===== config.mk =====
export PLATFORM = sky130hd
export DESIGN_NAME = ecp5_slave_serial_target
export DESIGN_NICKNAME = d
export VERILOG_FILES = /design/src/rtl/ecp5_slave_serial_target.sv
export SDC_FILE = /design/constraint.sdc
export NUM_CORES = 1
export LEC_CHECK = 0
export BUFFER_PORTS_ARGS = -buffer_cell sky130_fd_sc_hd__clkbuf_2
export CORE_MARGIN = 1.5
export CORE_UTILIZATION = 60
export CTS_CLUSTER_DIAMETER = 80
export DETAILED_ROUTE_END_ITERATION = 8
export GPL_ROUTABILITY_DRIVEN = 0
export GPL_TIMING_DRIVEN = 0
export PLACE_DENSITY_LB_ADDON = 0.05
export SETUP_SLACK_MARGIN = 0.3
export SYNTH_ARGS = -nofsm -noshare
export SYNTH_HDL_FRONTEND = slang
export SYNTH_SLANG_ARGS = --single-unit

===== constraint.sdc =====
create_clock -name i_clk -period 3 [get_ports i_clk]
set_input_delay 0.15 -clock i_clk [delete_from_list [all_inputs] [get_ports i_clk]]
set_output_delay 0.15 -clock i_clk [all_outputs]
set_load 0.01 [all_outputs]

===== src/rtl/ecp5_slave_serial_target.sv =====
// ecp5_slave_serial_target
// Target side of the ECP5 slave-serial configuration link. CCLK, DI and
// PROGRAMN are oversampled on i_clk. MSB-first bytes are rebuilt and handed
// to user logic. The trailing byte is checked against an 8-bit additive
// checksum. Once the image is accepted, wake-up clocks are counted before
// DONE is raised. A checksum mismatch is reported by holding INITN low.
module ecp5_slave_serial_target #(
   parameter int P_CONFIG_BYTES = 1024,
   parameter int P_INIT_CLKS    = 256,
   parameter int P_WAKEUP_EDGES = 1024
) (
   input  logic       i_clk,
   input  logic       i_arst,
   input  logic       i_mclk,
   input  logic       i_prog_n,
   input  logic       i_din,
   output logic       o_init_n,
   output logic       o_done,
   output logic       o_byte_vld,
   output logic [7:0] o_byte,
   output logic       o_byte_last,
   output logic       o_busy,
   output logic       o_cfg_err
);

   localparam int BYTE_W = (P_CONFIG_BYTES > 1) ? $clog2(P_CONFIG_BYTES) : 1;
   localparam int INIT_W = (P_INIT_CLKS > 1) ? $clog2(P_INIT_CLKS) : 1;
   localparam int WAKE_W = (P_WAKEUP_EDGES > 1) ? $clog2(P_WAKEUP_EDGES) : 1;

   localparam logic [BYTE_W-1:0] BYTE_LAST = BYTE_W'(P_CONFIG_BYTES - 1);
   localparam logic [INIT_W-1:0] INIT_LAST = INIT_W'(P_INIT_CLKS - 1);
   localparam logic [WAKE_W-1:0] WAKE_LAST = WAKE_W'(P_WAKEUP_EDGES - 1);
   localparam logic [BYTE_W-1:0] BYTE_ONE  = BYTE_W'(1);
   localparam logic [INIT_W-1:0] INIT_ONE  = INIT_W'(1);
   localparam logic [WAKE_W-1:0] WAKE_ONE  = WAKE_W'(1);

   typedef enum logic [2:0] {
      PROG_LOW  = 3'd0,
      INIT_HOLD = 3'd1,
      RECEIVE   = 3'd2,
      WAKEUP    = 3'd3,
      DONE_ST   = 3'd4,
      ERROR     = 3'd5
   } state_t;

   state_t state_r;
   state_t fsm_next_s;
   state_t next_state_s;

   logic mclk_s1_r, mclk_s2_r, mclk_s3_r;
   logic din_s1_r, din_s2_r;
   logic prog_s1_r, prog_s2_r;

   logic [2:0]        bit_cnt_r;
   logic [BYTE_W-1:0] byte_cnt_r;
   logic [INIT_W-1:0] init_cnt_r;
   logic [WAKE_W-1:0] wake_cnt_r;
   logic [7:0]        sum_r;
   logic [6:0]        shift_r;

   logic       rise_s;
   logic [7:0] byte_s;
   logic       is_last_s;
   logic       fsm_emit_s;
   logic       emit_s;

   // Bring the asynchronous link pins into the i_clk domain; PROGRAMN idles high.
   always_ff @(posedge i_clk or posedge i_arst) begin
      if (i_arst) begin
         mclk_s1_r <= 1'b0;
         mclk_s2_r <= 1'b0;
         mclk_s3_r <= 1'b0;
         din_s1_r  <= 1'b0;
         din_s2_r  <= 1'b0;
         prog_s1_r <= 1'b1;
         prog_s2_r <= 1'b1;
      end else begin
         mclk_s1_r <= i_mclk;
         mclk_s2_r <= mclk_s1_r;
         mclk_s3_r <= mclk_s2_r;
         din_s1_r  <= i_din;
         din_s2_r  <= din_s1_r;
         prog_s1_r <= i_prog_n;
         prog_s2_r <= prog_s1_r;
      end
   end

   assign rise_s    = mclk_s2_r & ~mclk_s3_r;
   assign byte_s    = {shift_r, din_s2_r};
   assign is_last_s = (byte_cnt_r == BYTE_LAST);

   // State register; reset lands directly in INIT_HOLD as on power-up.
   always_ff @(posedge i_clk or posedge i_arst) begin
      if (i_arst) begin
         state_r <= INIT_HOLD;
      end else begin
         state_r <= next_state_s;
      end
   end

   // Next-state decode; a low PROGRAMN wins over everything, including a completing byte.
   always_comb begin
      fsm_next_s = state_r;
      fsm_emit_s = 1'b0;
      case (state_r)
         PROG_LOW: begin
            fsm_next_s = INIT_HOLD;
         end
         INIT_HOLD: begin
            if (init_cnt_r == INIT_LAST) begin
               fsm_next_s = RECEIVE;
            end else begin
               fsm_next_s = INIT_HOLD;
            end
         end
         RECEIVE: begin
            if (rise_s && (bit_cnt_r == 3'd7)) begin
               fsm_emit_s = 1'b1;
               if (is_last_s) begin
                  if (byte_s == sum_r) begin
                     fsm_next_s = WAKEUP;
                  end else begin
                     fsm_next_s = ERROR;
                  end
               end else begin
                  fsm_next_s = RECEIVE;
               end
            end else begin
               fsm_next_s = RECEIVE;
            end
         end
         WAKEUP: begin
            if (rise_s && (wake_cnt_r == WAKE_LAST)) begin
               fsm_next_s = DONE_ST;
            end else begin
               fsm_next_s = WAKEUP;
            end
         end
         DONE_ST: begin
            fsm_next_s = DONE_ST;
         end
         ERROR: begin
            fsm_next_s = ERROR;
         end
         default: begin
            fsm_next_s = ERROR;
         end
      endcase
      next_state_s = prog_s2_r ? fsm_next_s : PROG_LOW;
      emit_s       = prog_s2_r & fsm_emit_s;
   end

   // Counters, shift register and running checksum; all discarded whenever PROGRAMN is low.
   always_ff @(posedge i_clk or posedge i_arst) begin
      if (i_arst) begin
         bit_cnt_r  <= 3'd0;
         byte_cnt_r <= '0;
         init_cnt_r <= '0;
         wake_cnt_r <= '0;
         sum_r      <= 8'd0;
         shift_r    <= 7'd0;
      end else if (next_state_s == PROG_LOW) begin
         bit_cnt_r  <= 3'd0;
         byte_cnt_r <= '0;
         init_cnt_r <= '0;
         wake_cnt_r <= '0;
         sum_r      <= 8'd0;
         shift_r    <= 7'd0;
      end else begin
         case (state_r)
            INIT_HOLD: begin
               if (init_cnt_r != INIT_LAST) begin
                  init_cnt_r <= init_cnt_r + INIT_ONE;
               end
            end
            RECEIVE: begin
               if (rise_s) begin
                  shift_r   <= {shift_r[5:0], din_s2_r};
                  bit_cnt_r <= bit_cnt_r + 3'd1;
               end
               if (emit_s && !is_last_s) begin
                  byte_cnt_r <= byte_cnt_r + BYTE_ONE;
                  sum_r      <= sum_r + byte_s;
               end
            end
            WAKEUP: begin
               if (rise_s && (wake_cnt_r != WAKE_LAST)) begin
                  wake_cnt_r <= wake_cnt_r + WAKE_ONE;
               end
            end
            default: begin
            end
         endcase
      end
   end

   // Registered outputs decoded from the state being entered, so they change with the state.
   always_ff @(posedge i_clk or posedge i_arst) begin
      if (i_arst) begin
         o_init_n    <= 1'b0;
         o_done      <= 1'b0;
         o_byte_vld  <= 1'b0;
         o_byte      <= 8'd0;
         o_byte_last <= 1'b0;
         o_busy      <= 1'b1;
         o_cfg_err   <= 1'b0;
      end else begin
         o_init_n    <= (next_state_s == RECEIVE) || (next_state_s == WAKEUP) ||
                        (next_state_s == DONE_ST);
         o_done      <= (next_state_s == DONE_ST);
         o_busy      <= (next_state_s == INIT_HOLD) || (next_state_s == RECEIVE) ||
                        (next_state_s == WAKEUP);
         o_cfg_err   <= (next_state_s == ERROR);
         o_byte_vld  <= emit_s;
         o_byte_last <= emit_s & is_last_s;
         if (emit_s) begin
            o_byte <= byte_s;
         end
      end
   end

endmodule

==> results.md <==
| Step | Result | Reported |
| --- | --- | --- |
| status | Status | complete, no violations |
| setup path | Signal arrival time at the worst endpoint | 2.38 ns |
| global route | Maximum number of pins on one net before global-route repair | 71 |
| floorplanning | Core Region | 0.00554 mm² |
| clock network | Clock slew seen by the registers of the worst setup and hold paths | 0.08 ns |
| global route | GRT Resource Usage Total | 24.8% |
| global route | First-pass GRT wire length | 11900 µm |
| synth | Flops & latches, synth | 70 |
| global route | Antenna violations before repair | 0 |
| global route | Via count of the first global-routing pass | 2600 |
| synth | Synth warn | 0 |
| synth | Mux share of post-synthesis cell area | 0.287% |
| sta | Fmax | 473 MHz |
| finish | Fraction of layout cells with a size suffix above 1 | 14.4% |
| sta | Pins over their slew limit | 0 |
| finish | Non-filler cells in the finished layout | 461 |
| floorplanning | Row Count | 27 |
| synth | Commonest cells in the netlist | sky130_fd_sc_hd__dfrtp_1 (66), sky130_fd_sc_hd__nand2_1 (61), sky130_fd_sc_hd__nor2_1 (29) |
| detailed routing | Vias per cell | 5.69 |
| synth | Cell Area, Synth | 0.00348 mm² |
| finish | Fill cell instance count of the final layout | 438 |
| placement | Total of buffers placed on input and output ports | 18 |
| clock network | Cell chosen for the clock root | sky130_fd_sc_hd__clkbuf_8 |
| placement | Post-placement cell count | 441 |
| sta | Final number of setup-violating endpoints | 0 |
| synth | Synthesized-area fraction occupied by xor and xnor cells | 7.29% |
| clock network | Insertion delay of the later-clocked pin in the worst-skew pair | 0.35 ns |
| clock network | Number of clock sinks | 70 |
| placement | Estimated wirelength of the detail-placed design | 4740 µm |
| setup path | Number of buffers and inverters on the critical path | 0 |
| floorplanning | Height of the chip | 79.2 µm |
| finish | Diode insertion count for antenna repair | 0 |
| detailed routing | Total length of routed wires | 6830 µm |
| synth | Syn_area_per_cell | 9.92 µm² |
| floorplanning | Num ports | 19 |
| clock network | TritonCTS clock tree | done |
| synth | Synthesized-area fraction occupied by ao, oa, aoi and oai cells | 8.98% |
| power | PD cells | 459 mW/mm² |
| sta | Min Clock Period, post-route | 2.12 ns |
| clock network | TritonCTS buffer count | 9 |
| synth | Cell type contributing the most total cell area after synthesis | sky130_fd_sc_hd__dfrtp_1 |
| synth | Unique cell type count in the Yosys netlist | 55 |
| detailed routing | Number of violations reported at the end of detailed-routing iteration 0 | 160 |
| sta | RSZ-0062 raised after global routing | false |
| setup path | Worst EP required | 3.26 ns |
| setup path | Peak per-stage delay on the critical path | 0.52 ns |
| sta | Portion of the clock cycle consumed by the worst path in the final layout | 70.5% |
| finish | Final #Nets | 402 |
| power | Power consumption | 1.79 mW |
| setup path | Dominant delay contributor by cell family on the critical path | simple AND/OR/NAND/NOR gates |
| setup path | Critical path class | reg2reg |
| synth | Area share of the largest cell type after synthesis | 47.4% |
| detailed routing | Final routed DRC violation total | 0 |
| detailed routing | Via count | 2623 |
| clock network | Level count of the clock H-tree | 3 |
| synth | Largest cells by area after synthesis | sky130_fd_sc_hd__dfrtp_1 (47%), sky130_fd_sc_hd__nand2_1 (6.6%), sky130_fd_sc_hd__ha_1 (4.3%) |
| synth | Area share of and/or/nand/nor cells after synthesis | 25.3% |
| global route | Total global routing overflow | 0 |
| synth | Seq/Total Area, Yosys | 50.4% |
| synth | Proportion of register bits with asynchronous set or reset after synthesis | 100% |
| setup path | Endpoint type of the worst setup path | flip-flop |
| floorplanning | Width of the die | 79.2 µm |
| power | Largest voltage drop on the vdd net | 0.342 mV |
| finish | Area taken by multi-input logic gates | 0.00163 mm² |
| sta | Setup total negative slack | 0 ns |
| detailed routing | Average detailed-routed wire length per instance | 14.8 µm |
| floorplanning | Die Footprint | 0.00627 mm² |
| setup path | CP Max Fanout | 8 |
| sta | Worst-case hold slack | 0.354 ns |
| synth | Most used standard cell by instance count after synthesis | sky130_fd_sc_hd__dfrtp_1 |
| sta | Headroom to the max-slew limit | 45.1% |
| sta | Worst clock skew | 0.00866 ns |
| power | Leakage power | 1.80 nW |
| synth | Leading register cell type out of synthesis | sky130_fd_sc_hd__dfrtp_1 |
| finish | Area occupied by registers | 0.00176 mm² |
| flow run | Max cap viols | 0 |
| clock network | Clock tree buffer depth | 2 |
| synth | Combinational family with the most area after synthesis | simple AND/OR/NAND/NOR gates |
| synth | EDFF count, synth | 0 |
| setup path | Cells along the critical path | ha_1 -> and3_1 -> nand4_1 -> nand2_4 -> or4_1 -> a21oi_1 |
| sta | Measured slew at the worst slew-check pin | 0.824 ns |
| clock network | Post-CTS setup buffer count | 0 |
| floorplanning | Starting utilization of the core area | 62.9% |
| synth | Synthesized Nets | 369 |
| finish | Core occupancy in the finished layout | 70.5% |
| sta | Hold Fails Final Rpt | 0 |
| finish | Area Growth Syn to Fin | 12.1% |
| synth | Cell count after synthesis | 351 |
| setup path | Slowest stage cell, crit path | sky130_fd_sc_hd__or4_1 |
| hold path | Worst hold-check path type | reg2reg |
| synth | Fraction of the mapped netlist area in adder cells | 4.89% |
| setup path | Startpoint Class | flip-flop |
| detailed routing | Detail Route Antenna Nets | 0 |
| detailed routing | Number of iterations in the first detailed-routing pass | 4 |
[per-stage QoR]
stage                     area, µm²  setup slack [ns]
after floorplan                3480              1.09
after global placement         3660             0.297
after detailed placement       3670             0.904
after CTS                      3910             0.900
after global routing           3910             0.732
final                          3910             0.884
[state kept, by name, indices dropped and copies added (netlist names), 3 cells and up]
register / cells
state_r: 3
bit_cnt_r: 3
sum_r: 8
o_byte: 8
shift_r: 7
byte_cnt_r: 10
wake_cnt_r: 10
init_cnt_r: 8
[worst register-to-register path, cell delays in order, from the launching register on]
cell,delay (ns)
sky130_fd_sc_hd__dfrtp_1,0.41
sky130_fd_sc_hd__ha_1,0.25
sky130_fd_sc_hd__and3_1,0.22
sky130_fd_sc_hd__nand4_1,0.32
sky130_fd_sc_hd__nand2_4,0.15
sky130_fd_sc_hd__or4_1,0.52
sky130_fd_sc_hd__a21oi_1,0.16
[final timing paths]
| path | from | to | slack (ns) | depth (start not counted) |
|---|---|---|---|---|
| min in group asynchronous | i_arst | wake_cnt_r[3] | 0.51 | 3 |
| max in group asynchronous | i_arst | wake_cnt_r[7] | 1.95 | 3 |
| max | byte_cnt_r[0] | sum_r[7] | 0.88 | 6 |
| min reg2reg | din_s1_r | din_s2_r | 0.35 | 0 |
| max reg2reg | byte_cnt_r[0] | sum_r[7] | 0.88 | 6 |
| min | din_s1_r | din_s2_r | 0.35 | 0 |
[power breakdown]
part | switching, mW | internal, mW | total [mW]
sequential | 0.00798 | 0.954 | 0.962
clock | 0.345 | 0.425 | 0.770
combinational | 0.0436 | 0.0166 | 0.0601
total | 0.396 | 1.40 | 1.79
[kinds of logic after synthesis]
family          after synthesis
compound gates               49
buf+inv                      22
xor+xnor                     29
fa+ha+maj                    13
flops                        70
simple gates                167
mux                           1
[cell usage in the layout (no fill, tap or decap), drive strengths merged, types with 3 or more instances in the layout]
cell type,netlist,layout
and4,5,5
nand3,19,19
o31ai,3,3
inv,9,9
nor3,4,4
buf,4,4
dlygate4sd3,0,4
nand2,62,62
ha,12,12
xor2,12,12
o21ai,6,6
and2,7,7
nor4,6,6
a211oi,4,4
nand4,11,11
and3,10,10
dfrtp,66,66
a21oi,26,26
nor2,30,30
dfstp,4,4
clkinv,1,4
clkbuf,8,38
xnor2,17,17
[metal layers]
metal / global-route usage [%] / vias up / share of wire, %
li1: - / 1285 / -
met1: 31.8 / 1274 / 46
met2: 40.4 / 53 / 48
met3: 7.93 / 11 / 4.1
met4: 7.37 / 0 / 1.7
met5: 0 / - / 0
[final cells by class]
class,count,share of cell area [%]
Clock inverter,4,1.15
Timing Repair Buffer,22,3.33
Sequential cell,70,45.0
Tap cell,72,2.31
Inverter,10,1.02
Buffer,12,1.60
Multi-Input combinational cell,259,41.6
Clock buffer,12,3.97
[what timing repair did]
action / 4_1_cts / 5_1_grt
hold buffers: 4 / 0
gates resized for setup: 0 / 0
hold endpoints to repair: 4 / 0
Power figures use the tool's default switching activity.
